==> src/rtl/stream_demux_1ton.sv <==
// Registered 1-to-N packet demultiplexer for a valid/ready stream.
// The destination is captured on the first beat of a packet and held until
// the last beat is accepted; out-of-range destinations drop the whole packet.
module stream_demux_1ton #(
  parameter int unsigned DATA_W = 8,
  parameter int unsigned N_OUT  = 4,
  parameter int unsigned SEL_W  = 2
) (
  input  logic              clk,
  input  logic              rst_n,
  input  logic              s_valid,
  output logic              s_ready,
  input  logic [DATA_W-1:0] s_data,
  input  logic              s_last,
  input  logic [SEL_W-1:0]  s_sel,
  output logic [N_OUT-1:0]  m_valid,
  input  logic [N_OUT-1:0]  m_ready,
  output logic [DATA_W-1:0] m_data,
  output logic              m_last,
  output logic              sel_err,
  output logic              busy
);

  localparam int unsigned N_SEL = 2 ** SEL_W;

  localparam logic [1:0] ST_IDLE  = 2'd0;
  localparam logic [1:0] ST_ROUTE = 2'd1;
  localparam logic [1:0] ST_DROP  = 2'd2;

  logic [1:0]        r_state;
  logic [1:0]        w_state_nxt;
  logic [SEL_W-1:0]  r_dest;
  logic [N_OUT-1:0]  r_m_valid;
  logic [DATA_W-1:0] r_m_data;
  logic              r_m_last;
  logic              r_sel_err;

  logic [N_SEL-1:0]  w_sel_mask;
  logic              w_sel_ok;
  logic              w_out_full;
  logic              w_drain;
  logic              w_s_ready;
  logic              w_acc;
  logic              w_fwd;
  logic              w_drop_first;
  logic              w_load_dest;
  logic [SEL_W-1:0]  w_fwd_dest;
  logic [N_OUT-1:0]  w_onehot;

  // Table of which select codes name an existing channel
  for (genvar g = 0; g < N_SEL; g++) begin : g_sel_mask
    assign w_sel_mask[g] = (g < N_OUT) ? 1'b1 : 1'b0;
  end

  assign w_sel_ok   = w_sel_mask[s_sel];
  assign w_out_full = |r_m_valid;
  // Drain uses the channel of the beat currently held, not the locked dest
  assign w_drain    = |(r_m_valid & m_ready);

  // Next-state, handshake and routing decisions
  always_comb begin
    w_state_nxt  = r_state;
    w_s_ready    = ~w_out_full | w_drain;
    w_fwd_dest   = r_dest;
    w_acc        = 1'b0;
    w_fwd        = 1'b0;
    w_drop_first = 1'b0;
    w_load_dest  = 1'b0;

    case (r_state)
      ST_IDLE: begin
        w_fwd_dest = s_sel;
        // A discarded first beat never needs the output register
        if (!w_sel_ok) w_s_ready = 1'b1;
        w_acc = s_valid & w_s_ready;
        if (w_acc) begin
          w_fwd        = w_sel_ok;
          w_load_dest  = w_sel_ok;
          w_drop_first = ~w_sel_ok;
          if (!s_last) w_state_nxt = w_sel_ok ? ST_ROUTE : ST_DROP;
        end
      end
      ST_ROUTE: begin
        w_acc = s_valid & w_s_ready;
        w_fwd = w_acc;
        if (w_acc && s_last) w_state_nxt = ST_IDLE;
      end
      ST_DROP: begin
        w_s_ready = 1'b1;
        w_acc     = s_valid;
        if (w_acc && s_last) w_state_nxt = ST_IDLE;
      end
      default: begin
        w_state_nxt = ST_IDLE;
      end
    endcase
  end

  assign w_onehot = N_OUT'(1) << w_fwd_dest;

  // State register
  always_ff @(posedge clk or negedge rst_n) begin
    if (!rst_n) r_state <= ST_IDLE;
    else        r_state <= w_state_nxt;
  end

  // Output stage, locked destination and select-error pulse
  always_ff @(posedge clk or negedge rst_n) begin
    if (!rst_n) begin
      r_m_valid <= '0;
      r_m_data  <= '0;
      r_m_last  <= 1'b0;
      r_sel_err <= 1'b0;
      r_dest    <= '0;
    end else begin
      r_sel_err <= w_drop_first;
      if (w_load_dest) r_dest <= s_sel;
      if (w_fwd) begin
        r_m_valid <= w_onehot;
        r_m_data  <= s_data;
        r_m_last  <= s_last;
      end else if (w_drain) begin
        r_m_valid <= '0;
      end
    end
  end

  assign s_ready = w_s_ready;
  assign m_valid = r_m_valid;
  assign m_data  = r_m_data;
  assign m_last  = r_m_last;
  assign sel_err = r_sel_err;
  assign busy    = (r_state != ST_IDLE);

endmodule

==> config.mk <==
export PLATFORM = sky130hd
export DESIGN_NAME = stream_demux_1ton
export DESIGN_NICKNAME = d
export VERILOG_FILES = /design/src/rtl/stream_demux_1ton.sv
export SDC_FILE = /design/constraint.sdc
export NUM_CORES = 1
export LEC_CHECK = 0
export ABC_AREA = 1
export CELL_PAD_IN_SITES_DETAIL_PLACEMENT = 1
export CELL_PAD_IN_SITES_GLOBAL_PLACEMENT = 2
export CORE_MARGIN = 8
export CORE_UTILIZATION = 24
export DETAILED_ROUTE_END_ITERATION = 10
export GPL_ROUTABILITY_DRIVEN = 0
export PLACE_DENSITY_LB_ADDON = 0.1
export SYNTH_ARGS = -nofsm -noshare
export SYNTH_HDL_FRONTEND = slang
export SYNTH_SLANG_ARGS = --single-unit
==> constraint.sdc <==
create_clock -name clk -period 2.8 [get_ports clk]
set_input_delay 0.42 -clock clk [delete_from_list [all_inputs] [get_ports clk]]
set_output_delay 0.42 -clock clk [all_outputs]
set_load 0.005 [all_outputs]
Yosys cells after proc, flatten, opt, wreduce, memory -nomap -nowiden

Cells that the tools add are included.

Register bits after elaboration: 18
Output and inout port bits: 16

$lt $le $gt $ge: 1
Equal/unequal tests: 6
Shift operators: 1
Multiplexer cells: 19
Bitwise logic cells: 6
Reduce and logical (&&, ||, !) cells: 8

Operators with widths:

| operator              | number |
|---|---|
| $mux W2               | 6 |
| $mux W4               | 2 |
| $ne A2 B2 Y1 const B  | 4 |
| $reduce_or A4 Y1      | 2 |
| $mux W1               | 7 |
| $pmux W2 S3           | 1 |
| $and A4 B4 Y4         | 1 |
| $pmux W1 S2           | 2 |
| $reduce_and A4 Y1     | 1 |
| $reduce_bool A2 Y1    | 2 |
| $shl A1 B2 Y4 const A | 1 |
| $lt A2 B3 Y1 const B  | 1 |
| $and A1 B1 Y1         | 2 |
| $bmux W1 S2           | 1 |
| $eq A2 B1 Y1 const B  | 1 |
| $eq A2 B2 Y1 const B  | 1 |
| $logic_and A1 B1 Y1   | 2 |
| $logic_not A2 Y1      | 1 |
| $not A1 Y1            | 2 |
| $or A1 B1 Y1          | 1 |

Longest topological paths before layout

Word-level depth: 9
Depth in mapped cells: 8
Depth with buffers taken out: 8

Worst setup path after synthesis

No wires, ideal clock.

Path kind: register -> output
Start point: register r_m_valid[2] (netlist: m_valid[2])
End point: output s_ready
Arrival time: 0.914 ns
Data required time: 2.380 ns
Slack: 1.466 ns
Stages on the path, launching flop included: 6
Buffers on the path: 1
Cell sequence: dfrtp_1 -> nand2_2 -> nand2_2 -> nor2_4 -> nand2_4 -> buf_6

Longest elaborated chain between the ends: 6
Elaborated cells on any way between the ends: 8
Those cells by class: 3 x mux; 3 x bitwise; 2 x reduce/logical

Ends and longest elaborated chain:

| what                                              | RTL line | source |
|---|---|---|
| start: declaration                                | 33       | `logic [N_OUT-1:0] r_m_valid;` |
| start signal: assignment                          | 119      | `r_m_valid <= w_onehot;` |
| $and A4 B4 Y4 or $reduce_or A4 Y1 (tied branches) | 58, 56   |  |
| $reduce_or A4 Y1 or $not A1 Y1 (tied branches)    | 58, 63   |  |
| $or A1 B1 Y1 (*)                                  | 63       | `w_s_ready = ~w_out_full \| w_drain;` |
| $mux W1                                           | 74       | `if (!w_sel_ok) w_s_ready = 1'b1;` |
| $mux W1                                           | 70       | `case (r_state)` |
| $pmux W1 S2 (*)                                   | 70       |  |
| end: declaration                                  | 12       | `output logic s_ready,` |

Every way passes the cells marked *; elsewhere a longest branch is shown, timed or not. The select of a mux whose other input is x is not followed.

Worst setup path in the final report

Start point: input m_ready[0]
End point: output s_ready

Longest elaborated chain between the ends: 6

Ends and longest elaborated chain:

| what                 | RTL line | source |
|---|---|---|
| start: declaration   | 17       | `input logic [N_OUT-1:0] m_ready,` |
| $and A4 B4 Y4 (*)    | 58       | `assign w_drain = \|(r_m_valid & m_ready);` |
| $reduce_or A4 Y1 (*) | 58       |  |
| $or A1 B1 Y1 (*)     | 63       |  |
| $mux W1              | 74       |  |
| $mux W1              | 70       |  |
| $pmux W1 S2 (*)      | 70       |  |

Marked as above.

==> impl_metrics.json <==
{
  "cp-startpoint": "m_ready[0]",
  "numCtsBuffers": 3,
  "netlist_instances": 92,
  "dpl.hpwl_um": 1700,
  "area_delta_synth_final_pct": 47.7,
  "grt_max_degree": 17,
  "yosysMostFrequentCell": "nand2_1",
  "grt_remaining_overflow": 0,
  "worstSetupEndpoint": "s_ready",
  "syn_area_sq_um": 782,
  "setup_violations": 0,
  "routed_wl_um": 2130,
  "status": "complete, no violations",
  "drive_above_1_share": 0.0968,
  "drc": 0,
  "ys.flop_type": "dfrtp_1",
  "vias_per_cell": 4.18,
  "synth_area_leaders": "dfrtp_1, nand2_1, nand3_1",
  "worstPathArrival_ns": 1.77,
  "period_share": 0.784,
  "rsz0062_at_grt": "false",
  "drt-pass1-iter-count": 4,
  "clock_path_buffers": 2,
  "rows": 20,
  "whs_ns": 0.481,
  "design.core.area_sq_um": 3080,
  "antenna_left": 0,
  "crit_cells": 6,
  "crit_buf_inv": 2,
  "die_h_um": 73.1,
  "r2r_slack_ns": 1.45,
  "worst_slew_pin_slew_ns": 0.726,
  "min_path_type": "reg2reg",
  "cts_resized": 0,
  "antenna_found_initial": 0,
  "yosys.area.top_type": "dfrtp_1",
  "seq_area_frac_synth": 0.512,
  "p_per_area_nw_per_um2": 1100,
  "end_kind": "output port",
  "synthTopCellsByCount": "nand2_1, dfrtp_1, nand3_1",
  "grt_pass1_wl_um": 3570,
  "wl_per_cell_um": 12.7,
  "synth_edf_count": 0,
  "cp_slowest_cell": "clkdlybuf4s50_1",
  "io_buffers": 32,
  "r2r_start": "m_valid[2]",
  "postSynthAreaPerCell_sq_um": 8.50,
  "clk_pin_slew_ns": 0.10,
  "ir_drop_uv": 375,
  "synth.net_count": 110,
  "final_util": 0.375,
  "diodes": 0,
  "finalHoldViolCount": 0,
  "slew_violations": 0,
  "r2r_end": "r_state[0]",
  "nNetsFinal": 143,
  "cts_tree": "done",
  "worstPathRequired_ns": 2.38,
  "crit_type": "in2out",
  "ios": 34,
  "first_global_vias": 788,
  "fp.dieArea_sq_um": 5340,
  "finalSetupTns_ns": 0,
  "synth_top_area_share": 0.512,
  "initial_core_util": 0.254,
  "maxCapViolCount": 0,
  "fin_worst_skew_ns": 0.00360,
  "clk_latency_ns": 0.28,
  "ys_types": 17,
  "vias": 703,
  "path_cells": "clkdlybuf4s50_1, nand2_1, nand2_1, nor2_4, nand2_4, clkdlybuf4s50_1",
  "cts.sinks": 16,
  "die_width_um": 73.1,
  "cpPeakStageDelay_ns": 0.53,
  "crit_family": "buffers and inverters",
  "root_buffer": "clkbuf_4",
  "synth_seq_cells": 16,
  "ys_warn_count": 0,
  "fmax_mhz": 456,
  "cts_max_level": 1,
  "postCtsHoldBufs": 0,
  "leakagePower_nw": 0.553,
  "post-route-min-period_ns": 2.19,
  "start_kind": "input pin",
  "r2r_cells": 8,
  "max_slew_margin": 0.514,
  "cp_max_fo": 14,
  "post_cts_buffers": 0,
  "drt-initial-drc-count": 23,
  "fillers": 383,
  "async_flop_share": 1.00,
  "grt_usage": 0.0856
}
[through the flow]
step	instances	cell area [sq um]	setup slack [ns]	total power, W
CTS	168	1150	0.576	0.00131
global route	168	1150	0.535	0.00139
finish	168	1150	0.606	0.00127
floorplan	92	782	1.47	0.000846
detailed placement	164	1120	0.585	0.00115
global placement	164	1120	0.590	0.00113
[cell families after synthesis]
| family | count (synthesis) | synth area share |
|---|---|---|
| other cells | 1 | 0.00480 |
| buf+inv | 11 | 0.0832 |
| compound gates | 9 | 0.0720 |
| simple gates | 55 | 0.328 |
| flops | 16 | 0.512 |
[power by group]
| part | internal (W) | switching, W |
|---|---|---|
| Sequential | 0.000344 | 0.0000805 |
| Clock | 0.0000791 | 0.0000776 |
| Combinational | 0.000335 | 0.000355 |
| Total | 0.000758 | 0.000513 |
[tightest hold or removal path: cells and delay by family (launching register included)]
kind,cells,cell delay (ns)
simple gates,2,0.10
flops,1,0.36
[how the worst min path moves through the flow]
stage | start | end | slack (ns) | depth (start not counted)
2_1_floorplan | rst_n | m_data[0] | 0.12 | 0
3_3_place_gp | m_data[0] | m_data[0] | 0.46 | 2
3_5_place_dp | m_data[0] | m_data[0] | 0.46 | 2
4_1_cts | m_data[0] | m_data[0] | 0.49 | 2
5_1_grt | m_data[2] | m_data[2] | 0.51 | 2
6_report | m_data[0] | m_data[0] | 0.48 | 2
[cell type report]
type | count | area, sq um | share of cell area
Inverter | 7 | 26.3 | 0.0228
Tap cell | 44 | 55.1 | 0.0477
Clock buffer | 4 | 36.3 | 0.0314
Sequential cell | 16 | 400 | 0.347
Timing Repair Buffer | 32 | 320 | 0.277
Multi-Input combinational cell | 65 | 317 | 0.274
[registers in the layout, indices dropped and copies added (netlist names)]
| signal | flops |
|---|---|
| m_data | 8 |
| m_last | 1 |
| m_valid | 4 |
| r_dest | 2 |
| r_state | 1 |
[per-layer routing]
layer	wire length, um	share of wire	track usage
met5	0	0	0
met4	15	0.0070	0.0400
met3	185	0.087	0.0343
met2	1000	0.47	0.141
met1	924	0.43	0.0935
[layout by cell type (no fill, tap or decap), drive strengths merged]
master,Yosys,layout
nor2,3,3
nand4,2,2
conb,1,1
clkbuf,0,4
dfrtp,16,16
clkdlybuf4s50,0,32
o21ai,6,6
o211ai,3,3
nand2,40,40
nand3,10,10
inv,7,7
Note: power is estimated with default switching activity, not from simulation.
